==> src/rtl/store_buffer_pkg.sv <==
// Shared definitions for the store buffer: store-type encodings, byte-strobe
// width and the layout of one queued store entry.
package store_buffer_pkg;

    // RISC-V store funct3 encodings accepted by the buffer
    typedef enum logic [2:0] {
        F3_SB = 3'b000,
        F3_SH = 3'b001,
        F3_SW = 3'b010
    } funct3_e;

    localparam int unsigned STRB_W = 4;

    // One queued store: word address, lane-replicated data and byte enables
    typedef struct packed {
        logic [29:0]       addr;
        logic [31:0]       wdata;
        logic [STRB_W-1:0] wstrb;
    } sb_entry_t;

endpackage

==> src/rtl/store_align.sv <==
// Combinational store alignment: replicates store data across byte lanes,
// builds byte enables from the low address bits and flags illegal requests.
module store_align
    import store_buffer_pkg::*;
(
    input  logic [1:0]        addr,
    input  logic [31:0]       data,
    input  logic [2:0]        funct3,
    output logic [31:0]       wdata,
    output logic [STRB_W-1:0] wstrb,
    output logic              bad
);

    // Lane replication, strobe generation and legality by store type
    always_comb begin
        wdata = '0;
        wstrb = '0;
        bad   = 1'b0;
        case (funct3)
            F3_SB: begin
                wdata = {4{data[7:0]}};
                wstrb = STRB_W'(1) << addr;
            end
            F3_SH: begin
                wdata = {2{data[15:0]}};
                wstrb = addr[1] ? 4'b1100 : 4'b0011;
                bad   = addr[0];
            end
            F3_SW: begin
                wdata = data;
                wstrb = '1;
                bad   = (addr != 2'b00);
            end
            default: begin
                bad = 1'b1;
            end
        endcase
    end

endmodule

==> src/rtl/store_buffer.sv <==
// In-order store buffer between the memory stage and data memory. Accepted
// legal stores are aligned and queued; illegal ones are consumed and reported
// with a one-cycle misalign pulse. Also reports load/store word overlap.
module store_buffer
    import store_buffer_pkg::*;
#(
    parameter int unsigned DEPTH = 4
) (
    input  logic                    clk,
    input  logic                    rst,
    input  logic                    s_valid,
    output logic                    s_ready,
    input  logic [31:0]             s_addr,
    input  logic [31:0]             s_data,
    input  logic [2:0]              s_funct3,
    output logic                    misalign,
    output logic                    m_valid,
    input  logic                    m_ready,
    output logic [31:0]             m_addr,
    output logic [31:0]             m_wdata,
    output logic [STRB_W-1:0]       m_wstrb,
    input  logic [31:0]             ld_check_addr,
    output logic                    ld_conflict,
    output logic [$clog2(DEPTH):0]  count
);

    localparam int unsigned PTR_W = $clog2(DEPTH);
    localparam int unsigned CNT_W = $clog2(DEPTH) + 1;

    sb_entry_t         mem [DEPTH];
    logic [DEPTH-1:0]  valid_q;
    logic [PTR_W-1:0]  wr_ptr;
    logic [PTR_W-1:0]  rd_ptr;
    logic [CNT_W-1:0]  cnt_q;
    logic              mis_q;

    logic [31:0]       al_wdata;
    logic [STRB_W-1:0] al_wstrb;
    logic              al_bad;

    logic              accept;
    logic              enq;
    logic              deq;
    logic              unused_ld_low;

    store_align u_align (
        .addr   (s_addr[1:0]),
        .data   (s_data),
        .funct3 (s_funct3),
        .wdata  (al_wdata),
        .wstrb  (al_wstrb),
        .bad    (al_bad)
    );

    // Externally visible state is forced idle while rst is held, so the
    // first reset cycle already shows an empty, not-ready buffer.
    assign count    = rst ? '0 : cnt_q;
    assign s_ready  = !rst && (cnt_q != CNT_W'(DEPTH));
    assign m_valid  = !rst && (cnt_q != '0);
    assign misalign = !rst && mis_q;

    assign accept = s_valid && s_ready;
    assign enq    = accept && !al_bad;
    assign deq    = m_valid && m_ready;

    assign m_addr  = {mem[rd_ptr].addr, 2'b00};
    assign m_wdata = mem[rd_ptr].wdata;
    assign m_wstrb = mem[rd_ptr].wstrb;

    // Byte offset of the load is irrelevant: overlap is judged per word
    assign unused_ld_low = &{1'b0, ld_check_addr[1:0]};

    // Pointer, occupancy, per-slot valid and misalign pulse bookkeeping
    always_ff @(posedge clk) begin
        if (rst) begin
            wr_ptr  <= '0;
            rd_ptr  <= '0;
            cnt_q   <= '0;
            valid_q <= '0;
            mis_q   <= 1'b0;
        end else begin
            mis_q <= accept && al_bad;
            if (enq) begin
                wr_ptr          <= wr_ptr + PTR_W'(1);
                valid_q[wr_ptr] <= 1'b1;
            end
            if (deq) begin
                rd_ptr          <= rd_ptr + PTR_W'(1);
                valid_q[rd_ptr] <= 1'b0;
            end
            case ({enq, deq})
                2'b10:   cnt_q <= cnt_q + CNT_W'(1);
                2'b01:   cnt_q <= cnt_q - CNT_W'(1);
                default: cnt_q <= cnt_q;
            endcase
        end
    end

    // Entry payload capture; contents of free slots are don't-care
    always_ff @(posedge clk) begin
        if (enq) begin
            mem[wr_ptr].addr  <= s_addr[31:2];
            mem[wr_ptr].wdata <= al_wdata;
            mem[wr_ptr].wstrb <= al_wstrb;
        end
    end

    // Word-address match of the load against every currently valid entry
    always_comb begin
        ld_conflict = 1'b0;
        for (int unsigned i = 0; i < DEPTH; i++) begin
            if (valid_q[i[PTR_W-1:0]] && (mem[i[PTR_W-1:0]].addr == ld_check_addr[31:2]))
                ld_conflict = 1'b1;
        end
        if (rst)
            ld_conflict = 1'b0;
    end

endmodule

==> config.mk <==
export PLATFORM = sky130hd
export DESIGN_NAME = store_buffer
export DESIGN_NICKNAME = d
export VERILOG_FILES = /design/src/rtl/store_buffer_pkg.sv /design/src/rtl/store_align.sv /design/src/rtl/store_buffer.sv
export SDC_FILE = /design/constraint.sdc
export NUM_CORES = 1
export LEC_CHECK = 0
export CAP_MARGIN = 20
export CORE_MARGIN = 3
export CORE_UTILIZATION = 35
export CTS_BUF_LIST = sky130_fd_sc_hd__clkbuf_16
export CTS_CLUSTER_SIZE = 40
export DETAILED_ROUTE_END_ITERATION = 10
export PLACE_DENSITY_LB_ADDON = 0.05
export SLEW_MARGIN = 20
export SYNTH_ARGS = -nofsm -noshare
export SYNTH_HDL_FRONTEND = slang
export SYNTH_HIERARCHICAL = 1
export SYNTH_SLANG_ARGS = --single-unit
==> constraint.sdc <==
create_clock -name clk -period 4.5 [get_ports clk]
set_input_delay 0.9 -clock clk [delete_from_list [all_inputs] [get_ports clk]]
set_output_delay 0.9 -clock clk [all_outputs]
set_load 0.005 [all_outputs]
; ---- Yosys cells after proc, flatten, opt, wreduce, memory -nomap -nowiden
; Memories as Yosys holds them, arrays and structs flattened. A register that Yosys moved wholly into a read port is not among the register bits.
; Index checks and enable logic that the tools add are counted.
[totals]
reg_bits = 12
ram_bits = 264
in_bits = 103
output_inout_bits = 75
n_memories = 1
[memory_table]
columns = name, depth, width, rd, rd_clocked_by_memory_dff, wr, line
row1 = mem, 4, 66, 5, 1, 1, store_buffer.sv:30  ; sb_entry_t mem [DEPTH];
[op_classes]
addsub = 4
magnitude_cmp = 4
eq_ne = 9
shifts = 1
muxes = 22
bitwise_logic = 3
n_reduce_logical = 19
[op_table]
columns = operator, n
row1 = $eq 30x30->1, 4
row2 = $pmux 32 s3, 1
row3 = $mux 4, 4
row4 = $logic_and 1x1->1, 13
row5 = $pmux 4 s3, 1
row6 = $mux 1, 9
row7 = $lt 2x3->1 const B, 2
row8 = $pmux 3 s2, 1
row9 = $add 2x1->2 const B, 2
row10 = $and 4x4->4, 1
row11 = $demux 1 s2, 2
row12 = $ge 2x1->1 const B, 2
row13 = $mux 2, 2
row14 = $not 4->4, 1
row15 = $or 4x4->4, 1
row16 = $reduce_bool 2->1, 2
row17 = $shl 1x2->4 const A, 1
row18 = $add 3x1->3 const B, 1
row19 = $eq 3x1->1 const B, 1
row20 = $eq 3x2->1 const B, 1
row21 = $logic_not 3->1, 1
row22 = $mux 3, 1
row23 = $ne 3x3->1 const B, 1
row24 = $pmux 1 s3, 1
row25 = 5 further kinds, 6

; ---- Longest topological paths before layout
; Gate-level depths: netlist (run 1).
[logic_depth]
depth_word = 9
depth_mapped = 13

; ---- By module
; Netlist (run 1), hierarchy kept.
[modules_own_cells]
columns = module, n_inst, cells_each, area_per_inst_um2
row1 = store_buffer, 1, 599, 11607.4
row2 = store_align, 1, 101, 556.8

; ---- Worst setup path before layout (run 1)
; OpenSTA, ideal clock, no wires.
[synth_timing]
kind = input to register
start = in s_funct3[1]
end = mem mem[1][0] (netlist bit), enable pin
setup_ps = 432
arrival_ps = 3427
setup_slack_ps = 641
stages = 7
cell_sequence = buf_2 -> buf_2 -> a21oi_1 -> o21bai_1 -> and3b_1 -> clkbuf_1 -> and2_1
[synth_between]
elab_chain_cells = 6
elab_cells_between_ends = 8
classes_between = eq/ne: 2 / mux: 3 / reduce/logical: 3
[synth_lines]
columns = element, line
row1 = "start, declared", store_buffer.sv:15  ; input logic [2:0] s_funct3,
row2 = "$eq 3x2->1, or another cell as far along", store_align.sv:19  ; case (funct3)
row3 = $pmux 1 s3 (*), store_align.sv:19
row4 = named net al_bad, store_buffer.sv:39  ; logic al_bad;
row5 = $logic_not 1->1 (*), store_buffer.sv:63  ; assign enq = accept && !al_bad;
row6 = $logic_and 1x1->1 (*), store_buffer.sv:63
row7 = $mux 1 (*), store_buffer.sv:101  ; if (enq) begin
row8 = $mux 1 (implied by the code) (*), store_buffer.sv:104  ; mem[wr_ptr].wstrb <= al_wstrb;
row9 = "end, declared", store_buffer.sv:30
; Mark *: on every way through the listed nets, which the timed path passes. The rest lies on a longest branch.

; ---- Worst setup path in the final report (run 1)
[layout_timing]
start = in ld_check_addr[12]
end = out ld_conflict
[layout_between]
elab_chain_cells = 7
elab_cells_between_ends = 13
classes_between = eq/ne: 4 / mux: 5 / reduce/logical: 4
[layout_lines]
columns = element, line
row1 = "start, declared", store_buffer.sv:22  ; input logic [31:0] ld_check_addr,
row2 = $eq 30x30->1, store_buffer.sv:112  ; if (valid_q[i[PTR_W-1:0]] && (mem[i[PTR_W-1:0]].addr == ld_check_addr[31:2]))
row3 = $logic_and 1x1->1, store_buffer.sv:112
row4 = $mux 1 (3 in series), store_buffer.sv:112
row5 = $mux 1 (*), store_buffer.sv:112
row6 = $mux 1 (*), store_buffer.sv:115  ; if (rst)
row7 = "end, declared", store_buffer.sv:23  ; output logic ld_conflict,
; Mark *: on every way between the ends. The rest lies on a longest branch, timed or not.

==> impl_metrics.json, run 1 <==
{
  "outcome": "finished, final reports clean",
  "grt_max_degree": 37,
  "period_needed_ps": 4360,
  "fin_tns_setup_ps": 0,
  "dp_hpwl_um": 21260,
  "drive_above_1_share": 0.1606,
  "r2r-start": "cnt_q[0]",
  "rsz0062_at_grt": "false",
  "routedWlPerCell_um": 22.77,
  "cts-root-buf": "clkbuf_16",
  "synth.yosys.seq_area_share": 0.6748,
  "antenna_found_initial": 0,
  "end_kind": "primary output",
  "grt_overflow": 0,
  "hold_viol": 0,
  "synth_fa_ha_area_frac": 0.01090,
  "grt_pass1_wl_um": 45890,
  "cts_hold_buffers": 0,
  "seq_area_sq_um": 8213,
  "fin_util": 0.4552,
  "regToRegSetupSlack_ps": 2170,
  "critPathCapture": "ld_conflict",
  "hold_depth": 1,
  "max_freq_ghz": 0.2294,
  "clkSinkCount": 278,
  "r2r-end": "mem[2][20]",
  "drt-initial-drc-count": 313,
  "grt_pass1_vias": 7412,
  "die-height_um": 192.4,
  "arrival_ps": 3460,
  "floorplan.initialDensity": 0.3592,
  "critPathKind": "primary input to primary output",
  "core_sq_um": 33870,
  "path_max_fanout": 4,
  "multi_input_area_sq_um": 3709,
  "dr.pass1.iters": 5,
  "syn_inst": 700,
  "synth_top_area_share": 0.6517,
  "fin_skew_ps": 21.38,
  "post-synth-top-area-cell": "edfxtp_1",
  "powerDensity_nw_per_um2": 364.4,
  "synth_edf_count": 264,
  "tritoncts": "yes",
  "clk_pin_slew_ps": 50,
  "synth_flop_cell": "edfxtp_1",
  "cts_buffers": 31,
  "synth_warnings": 6,
  "start_kind": "primary input",
  "dieArea_sq_um": 37030,
  "syn_area_per_cell_sq_um": 17.38,
  "tightest_slew_ps": 694.9,
  "area_growth_pct": 26.74,
  "ant_nets": 0,
  "rr_worst_depth": 5,
  "crit_path_start": "ld_check_addr[12]",
  "synthSimpleGateAreaFrac": 0.04834,
  "synthMuxAreaShare": 0.1230,
  "fill_cells": 3025,
  "fin_crit_sh": 0.9689,
  "num_vias": 6720,
  "viasPerCell": 4.974,
  "syn_area_sq_um": 12160,
  "die-width_um": 192.4,
  "cellLeakagePower_nw": 4.891,
  "io_pins": 178,
  "slew_headroom": 0.5367,
  "num_rows": 67,
  "grt_use_total": 0.1670,
  "maxCapViolations": 0,
  "synth-seq-cells": 278,
  "crit_required_ps": 3600,
  "async_flop_share": 0,
  "setup_viol": 0,
  "drc": 0,
  "yosysUniqueCellTypes": 40,
  "wl_um": 30760,
  "min_path_type": "flip-flop to flip-flop",
  "h-tree-depth": 1,
  "diodes": 0,
  "vdd_drop_max_mv": 0.2939,
  "drv_slew": 0,
  "synth-xor-area-share": 0.08990,
  "clock_latency_ps": 560,
  "io_buffers": 173,
  "clockBufferDepth": 3,
  "synth_top_family_by_area": "multiplexers",
  "finalPower_w": 0.005619,
  "final_nets": 992,
  "synth_compound_area_frac": 0.03075,
  "gp_congestion": 0.8370,
  "yosys-top-cells-area": "edfxtp_1 (65%), mux4_2 (12%), xnor2_1 (5.5%), xor2_1 (3.3%), dfxtp_1 (2.3%)"
}
## timing repair
action	in CTS	in global routing
gates resized for setup	0	1
setup buffers	0	0
endpoints found under the setup margin	0	1
## power by group
group,internal (W),switching [W],leakage (nW)
clock,0.00141,0.000983,0.513
combinational,0.000189,0.000176,1.83
sequential,0.00285,0.00000945,2.55
total,0.00445,0.00117,4.89
## cells by family after synthesis
group	after synthesis
mux	67
xor+xnor	124
simple gates	103
compound gates	62
buf+inv	55
flops	278
other cells	1
fa+ha+maj	10
## Yosys cell counts, drive strengths merged (2+ instances only)
cell	instances
o21a	6
and2	13
mux4	66
nor4	16
nor2b	16
inv	9
nor2	19
ha	9
dfxtp	14
xnor2	78
nand4	24
buf	24
or3	2
o22ai	16
edfxtp	264
xor2	46
nand2	8
a21oi	36
clkbuf	22
## per-layer routing
layer	routed length [um]	global-route usage	share of wire
met1	12590	0.2123	0.41
met2	15550	0.2925	0.51
met3	1981	0.03742	0.064
met4	635	0.03783	0.021
met5	0	0	0
## cell type report
type                            instances  area share
Clock inverter                         26     0.01274
Tap cell                              448     0.03636
Sequential cell                       278      0.5327
Multi-Input combinational cell        368      0.2405
Clock buffer                           31     0.05032
Timing Repair Buffer                  191      0.1251
Inverter                                9    0.002191
## worst min path at each step
stage,startpoint,endpoint,slack (ps)
after detailed placement,valid_q[2],valid_q[2],460
after CTS,valid_q[2],valid_q[2],480
final,valid_q[2],valid_q[2],480
after global placement,valid_q[2],valid_q[2],470
after global routing,valid_q[2],valid_q[2],520
after floorplan,valid_q[0],valid_q[0],440
## layout by cell type (no fill, tap or decap), types with 4 or more instances in the layout
cell             instances
nor2b_1                 15
clkbuf_16               31
inv_1                   17
and2_1                   8
and2_4                   4
clkinv_2                 9
nor2_1                  19
edfxtp_1               264
nor4_1                  16
o21a_1                   6
buf_12                   5
xor2_1                  46
ha_1                     9
dfxtp_1                 12
mux4_2                  66
nand4_1                 24
clkinv_1                 4
buf_4                   13
a21oi_1                 32
clkdlybuf4s50_1        173
xnor2_1                 76
o22ai_1                 15
a21oi_2                  4
nand2_1                  8
## critical path, cell delays in order
cell and delay (ps):
clkdlybuf4s50_1 570, xnor2_2 290, nand4_1 130, nor4_1 410
buf_4 200, nand4_1 90, a41oi_1 310, clkdlybuf4s50_1 570
## flip-flops by register name (all words and copies together) (netlist names), named ones only
register / flops
cnt_q: 3
rd_ptr: 2
valid_q: 4
mis_q: 1
mem: 264
wr_ptr: 2
## per-stage QoR
stage	instance area (sq um)	setup WS [ps]	instances	hold slack (ps)
6_report	15420	140.1	1351	476.3
5_1_grt	15420	73.99	1351	517.3
4_1_cts	15410	28.51	1351	477.4
3_5_place_dp	14440	59.82	1294	461.1
3_3_place_gp	14440	60.18	1294	474.8
2_1_floorplan	12170	641.1	701	440.4
(Power assumes the default switching activity.)
==> inputs of run 2 (changes only) <==
CORE_MARGIN = not set   (was 3)
MAX_ROUTING_LAYER = met4   (was not set)
==> impl_metrics.json, run 2 (synthesis results as in run 1) <==
{
  "outcome": "finished, final reports clean",
  "min_path_type": "flip-flop to flip-flop",
  "dp_hpwl_um": 20570,
  "critPathKind": "primary input to primary output",
  "ant_nets": 0,
  "rsz0062_at_grt": "false",
  "r2r-start": "cnt_q[0]",
  "drive_above_1_share": 0.1574,
  "fin_crit_sh": 0.9688,
  "layout_commonest_cell": "edfxtp_1",
  "reg_top3": "mem x264, valid_q x4, cnt_q x3",
  "grt_overflow": 0,
  "die-height_um": 188.4,
  "post-place-ws_ps": 134.6,
  "largest_register": "mem",
  "cts_hold_buffers": 0,
  "r2r-end": "mem[3][31]",
  "io_pins": 178,
  "viasPerCell": 5.010,
  "clockBufferDepth": 3,
  "drv_slew": 0,
  "cts-root-buf": "clkbuf_16",
  "clkSinkCount": 278,
  "pwr-share-clk": 0.421,
  "vdd_drop_max_mv": 0.2714,
  "fin_skew_ps": 15.19,
  "drt-initial-drc-count": 308,
  "final_nets": 992,
  "start_kind": "primary input",
  "grt_pass1_wl_um": 45130,
  "period_needed_ps": 4359,
  "layout_setup_ws_ps": 140.6,
  "slew_headroom": 0.5786,
  "min_from": "valid_q[2]",
  "largest_reg_flops": 264,
  "maxCapViolations": 0,
  "tightest_slew_ps": 630.8,
  "gp_congestion": 0.8562,
  "setup_viol": 0,
  "antenna_found_initial": 0,
  "grt_pass1_vias": 7454,
  "powerDensity_nw_per_um2": 362.5,
  "wl_um": 30100,
  "area_growth_pct": 26.12,
  "tritoncts": "yes",
  "grt_use_total": 0.1757,
  "fin_tns_setup_ps": 0,
  "drc": 0,
  "swShare": 0.2107,
  "path_max_fanout": 4,
  "comb_power_share": 0.065,
  "dr.pass1.iters": 5,
  "io_buffers": 173,
  "floorplan.initialDensity": 0.3592,
  "final_cell_mix": "edfxtp_1 (264), clkdlybuf4s50_1 (173), xnor2_1 (77)",
  "regToRegSetupSlack_ps": 2180,
  "h-tree-depth": 1,
  "die-width_um": 188.4,
  "arrival_ps": 3460,
  "end_kind": "primary output",
  "post_cts_resized": 0,
  "finalPower_w": 0.005562,
  "whs_endpoint": "valid_q[2]",
  "hold_depth": 1,
  "routedWlPerCell_um": 22.30,
  "core_sq_um": 33870,
  "num_vias": 6763,
  "power.internal_w": 0.004390,
  "power_switching_w": 0.001172,
  "rr_worst_depth": 5,
  "post-cts-setup-buffer-count": 0,
  "cts_buffers": 31,
  "max_freq_ghz": 0.2294,
  "p_seq_frac": 0.514,
  "clk_pin_slew_ps": 60,
  "crit_required_ps": 3600,
  "clock_latency_ps": 550,
  "num_rows": 67,
  "cellLeakagePower_nw": 4.852,
  "diodes": 0,
  "hold_viol": 0,
  "dieArea_sq_um": 35500,
  "grt_max_degree": 37
}
run 2: changes by cell type in the layout (fill, tap and decap cells not counted), sizes merged:
cell and delta:
clkinvlp +1, inv -1, bufinv -1
run 2: power groups by stage:
stage	Combinational [W]	Sequential, W	Clock (W)
floorplan	0.000171	0.00291	0
global placement	0.000359	0.00291	0
detailed placement	0.000364	0.00291	0
CTS	0.000367	0.00286	0.00241
global route	0.000390	0.00286	0.00249
finish	0.000362	0.00286	0.00234
run 2: worst max-delay path by stage:
stage,endpoint,cells past startpoint,startpoint,slack (ps)
detailed placement,ld_conflict,8,ld_check_addr[25],130
CTS,ld_conflict,8,ld_check_addr[25],110
floorplan,mem[1][0],7,s_funct3[1],640
global route,ld_conflict,8,ld_check_addr[12],50
global placement,ld_conflict,8,ld_check_addr[12],90
finish,ld_conflict,8,ld_check_addr[25],140
run 2: area by class of cell:
cell class / count / area [sq um]
inverters: 9 / 33.78
repair buffers: 191 / 1892
clock buffers: 31 / 775.7
fillers: 2992 / 18530
well taps: 448 / 560.5
clock inverters: 25 / 167.7
multi-input cells: 368 / 3699
flip-flops and latches: 278 / 8213
run 2: worst max-delay path, cell delays in order:
cell	delay, ps
clkdlybuf4s50_1	560
xnor2_1	320
nand4_1	130
nor4_1	410
buf_4	200
nand4_1	90
a41oi_1	290
clkdlybuf4s50_1	560
run 2: stage by stage:
stage | cells | util | cell area (sq um) | hold slack, ps
2_1_floorplan | 701 | - | 12170 | 440.4
3_3_place_gp | 1294 | 0.4251 | 14400 | 473.2
3_5_place_dp | 1294 | 0.4251 | 14400 | 478.8
4_1_cts | 1350 | 0.4530 | 15340 | 492.9
5_1_grt | 1350 | 0.4530 | 15340 | 529.0
6_report | 1350 | 0.4530 | 15340 | 492.8
run 2: layer usage:
metal	vias to the layer above	part of all wire	wire [um]	track usage
met5	-	0	0	-
met4	0	0.020	589	0.04125
met3	45	0.060	1804	0.03502
met2	204	0.51	15300	0.3012
met1	3435	0.41	12410	0.2135
li1	3079	-	-	-
==> inputs of run 3 (changes only) <==
MAX_ROUTING_LAYER = not set   (was met4)
==> impl_metrics.json, run 3 (synthesis results as in run 1) <==
{
  "tightest_slew_ps": 632.0,
  "cts_hold_buffers": 0,
  "r2r-end": "mem[3][19]",
  "fin_tns_setup_ps": 0,
  "whs_endpoint": "valid_q[2]",
  "fin_crit_sh": 0.9687,
  "io_buffers": 173,
  "maxCapViolations": 0,
  "min_from": "valid_q[2]",
  "end_kind": "primary output",
  "layout_commonest_cell": "edfxtp_1",
  "reg_top3": "mem x264, valid_q x4, cnt_q x3",
  "final_nets": 992,
  "max_freq_ghz": 0.2294,
  "core_sq_um": 33870,
  "power.internal_w": 0.004390,
  "largest_reg_flops": 264,
  "comb_power_share": 0.065,
  "r2r-start": "cnt_q[0]",
  "num_rows": 67,
  "clockBufferDepth": 3,
  "final_cell_mix": "edfxtp_1 (264), clkdlybuf4s50_1 (173), xnor2_1 (77)",
  "crit_chain": "clkdlybuf4s50_1 > xnor2_1 > nand4_1 > nor4_1 > buf_4 > nand4_1 > a41oi_1 > clkdlybuf4s50_1",
  "ant_nets": 0,
  "fin_skew_ps": 19.66,
  "power_switching_w": 0.001163,
  "multi_input_area_sq_um": 3699,
  "viasPerCell": 4.999,
  "largest_register": "mem",
  "seq_area_sq_um": 8213,
  "start_kind": "primary input",
  "grt_pass1_vias": 7450,
  "fill_cells": 2991,
  "outcome": "finished, final reports clean",
  "grt_use_total": 0.1707,
  "io_pins": 178,
  "routedWlPerCell_um": 22.29,
  "drc": 0,
  "crit_required_ps": 3600,
  "grt_pass1_wl_um": 45150,
  "setup_viol": 0,
  "cts_buffers": 31,
  "grt_max_degree": 37,
  "path_max_fanout": 4,
  "vdd_drop_max_mv": 0.2722,
  "drive_above_1_share": 0.1574,
  "gp_congestion": 0.8431,
  "grt_overflow": 0,
  "slew_headroom": 0.5786,
  "h-tree-depth": 1,
  "cellLeakagePower_nw": 4.852,
  "powerDensity_nw_per_um2": 361.9,
  "rr_worst_depth": 5,
  "clkSinkCount": 278,
  "swShare": 0.2094,
  "slowest_delay_ps": 560,
  "instances_no_fill": 1351,
  "floorplan.initialDensity": 0.3592,
  "num_vias": 6753,
  "dieArea_sq_um": 35500,
  "hold_depth": 1,
  "regToRegSetupSlack_ps": 2170,
  "tritoncts": "yes",
  "p_seq_frac": 0.515,
  "arrival_ps": 3460,
  "drv_slew": 0,
  "critPathTopFamily": "buffers and inverters",
  "dr.pass1.iters": 6,
  "critPathKind": "primary input to primary output",
  "drt-initial-drc-count": 298,
  "wl_um": 30120,
  "clock_latency_ps": 560,
  "period_needed_ps": 4359,
  "critPathBufInv": 3,
  "pwr-share-clk": 0.420,
  "post-cts-setup-buffer-count": 0,
  "area_growth_pct": 26.14,
  "antenna_found_initial": 0,
  "dp_hpwl_um": 20570,
  "dp_cells": 1294,
  "clk_pin_slew_ps": 60,
  "min_path_type": "flip-flop to flip-flop",
  "hold_viol": 0,
  "post_cts_resized": 0,
  "cts-root-buf": "clkbuf_16",
  "cp_slowest_cell": "clkdlybuf4s50_1",
  "die-height_um": 188.4,
  "die-width_um": 188.4,
  "rsz0062_at_grt": "false"
}
==> run 3: changes by cell type in the layout (fill, tap and decap cells not counted), sizes merged <==
cell / delta
diode: +1
==> run 3: cell type report <==
type | instances | area share
tap | 448 | 0.03653
clock inverter | 25 | 0.01093
antenna | 1 | 0.0001631
inverter | 9 | 0.002202
clock buffer | 31 | 0.05056
multi-input combinational | 368 | 0.2410
sequential | 278 | 0.5353
timing repair buffer | 191 | 0.1233
==> run 3: worst register-to-register path: cells and delay by family (launching register included) <==
family / cells / cell delay, ps
flops: 1 / 370
simple gates: 2 / 980
buf+inv: 2 / 410
compound gates: 1 / 240
==> run 3: worst max path at each step <==
| stage | from | endpoint | slack [ps] | depth (start not counted) |
|---|---|---|---|---|
| after floorplan | s_funct3[1] | mem[1][0] | 640 | 7 |
| after global placement | ld_check_addr[12] | ld_conflict | 90 | 8 |
| after detailed placement | ld_check_addr[25] | ld_conflict | 130 | 8 |
| after CTS | ld_check_addr[25] | ld_conflict | 110 | 8 |
| after global routing | ld_check_addr[12] | ld_conflict | 50 | 8 |
| final | ld_check_addr[25] | ld_conflict | 140 | 8 |
==> run 3: stage by stage <==
step | setup slack [ps] | power, W | area [sq um] | hold slack (ps) | util
after global routing | 47.57 | 0.005743 | 15340 | 529.0 | 0.4530
final | 140.7 | 0.005553 | 15340 | 492.8 | 0.4530
after CTS | 106.8 | 0.005633 | 15340 | 492.9 | 0.4530
after detailed placement | 134.6 | 0.003277 | 14400 | 478.8 | 0.4251
after global placement | 89.00 | 0.003270 | 14400 | 473.2 | 0.4251
after floorplan | 641.1 | 0.003079 | 12170 | 440.4 | -
==> run 3: power by group through the flow <==
| stage | clock, W | sequential [W] | combinational (W) |
|---|---|---|---|
| after global placement | 0 | 0.00291 | 0.000359 |
| after CTS | 0.00241 | 0.00286 | 0.000367 |
| after floorplan | 0 | 0.00291 | 0.000171 |
| final | 0.00233 | 0.00286 | 0.000361 |
| after global routing | 0.00249 | 0.00286 | 0.000391 |
| after detailed placement | 0 | 0.00291 | 0.000364 |
==> run 3: per-layer routing <==
metal | GRT usage | up-vias | routed length (um)
li1 | - | 3085 | -
met5 | 0 | - | 0
met1 | 0.2135 | 3416 | 12230
met3 | 0.03613 | 42 | 1949
met2 | 0.3009 | 210 | 15390
met4 | 0.04125 | 0 | 550
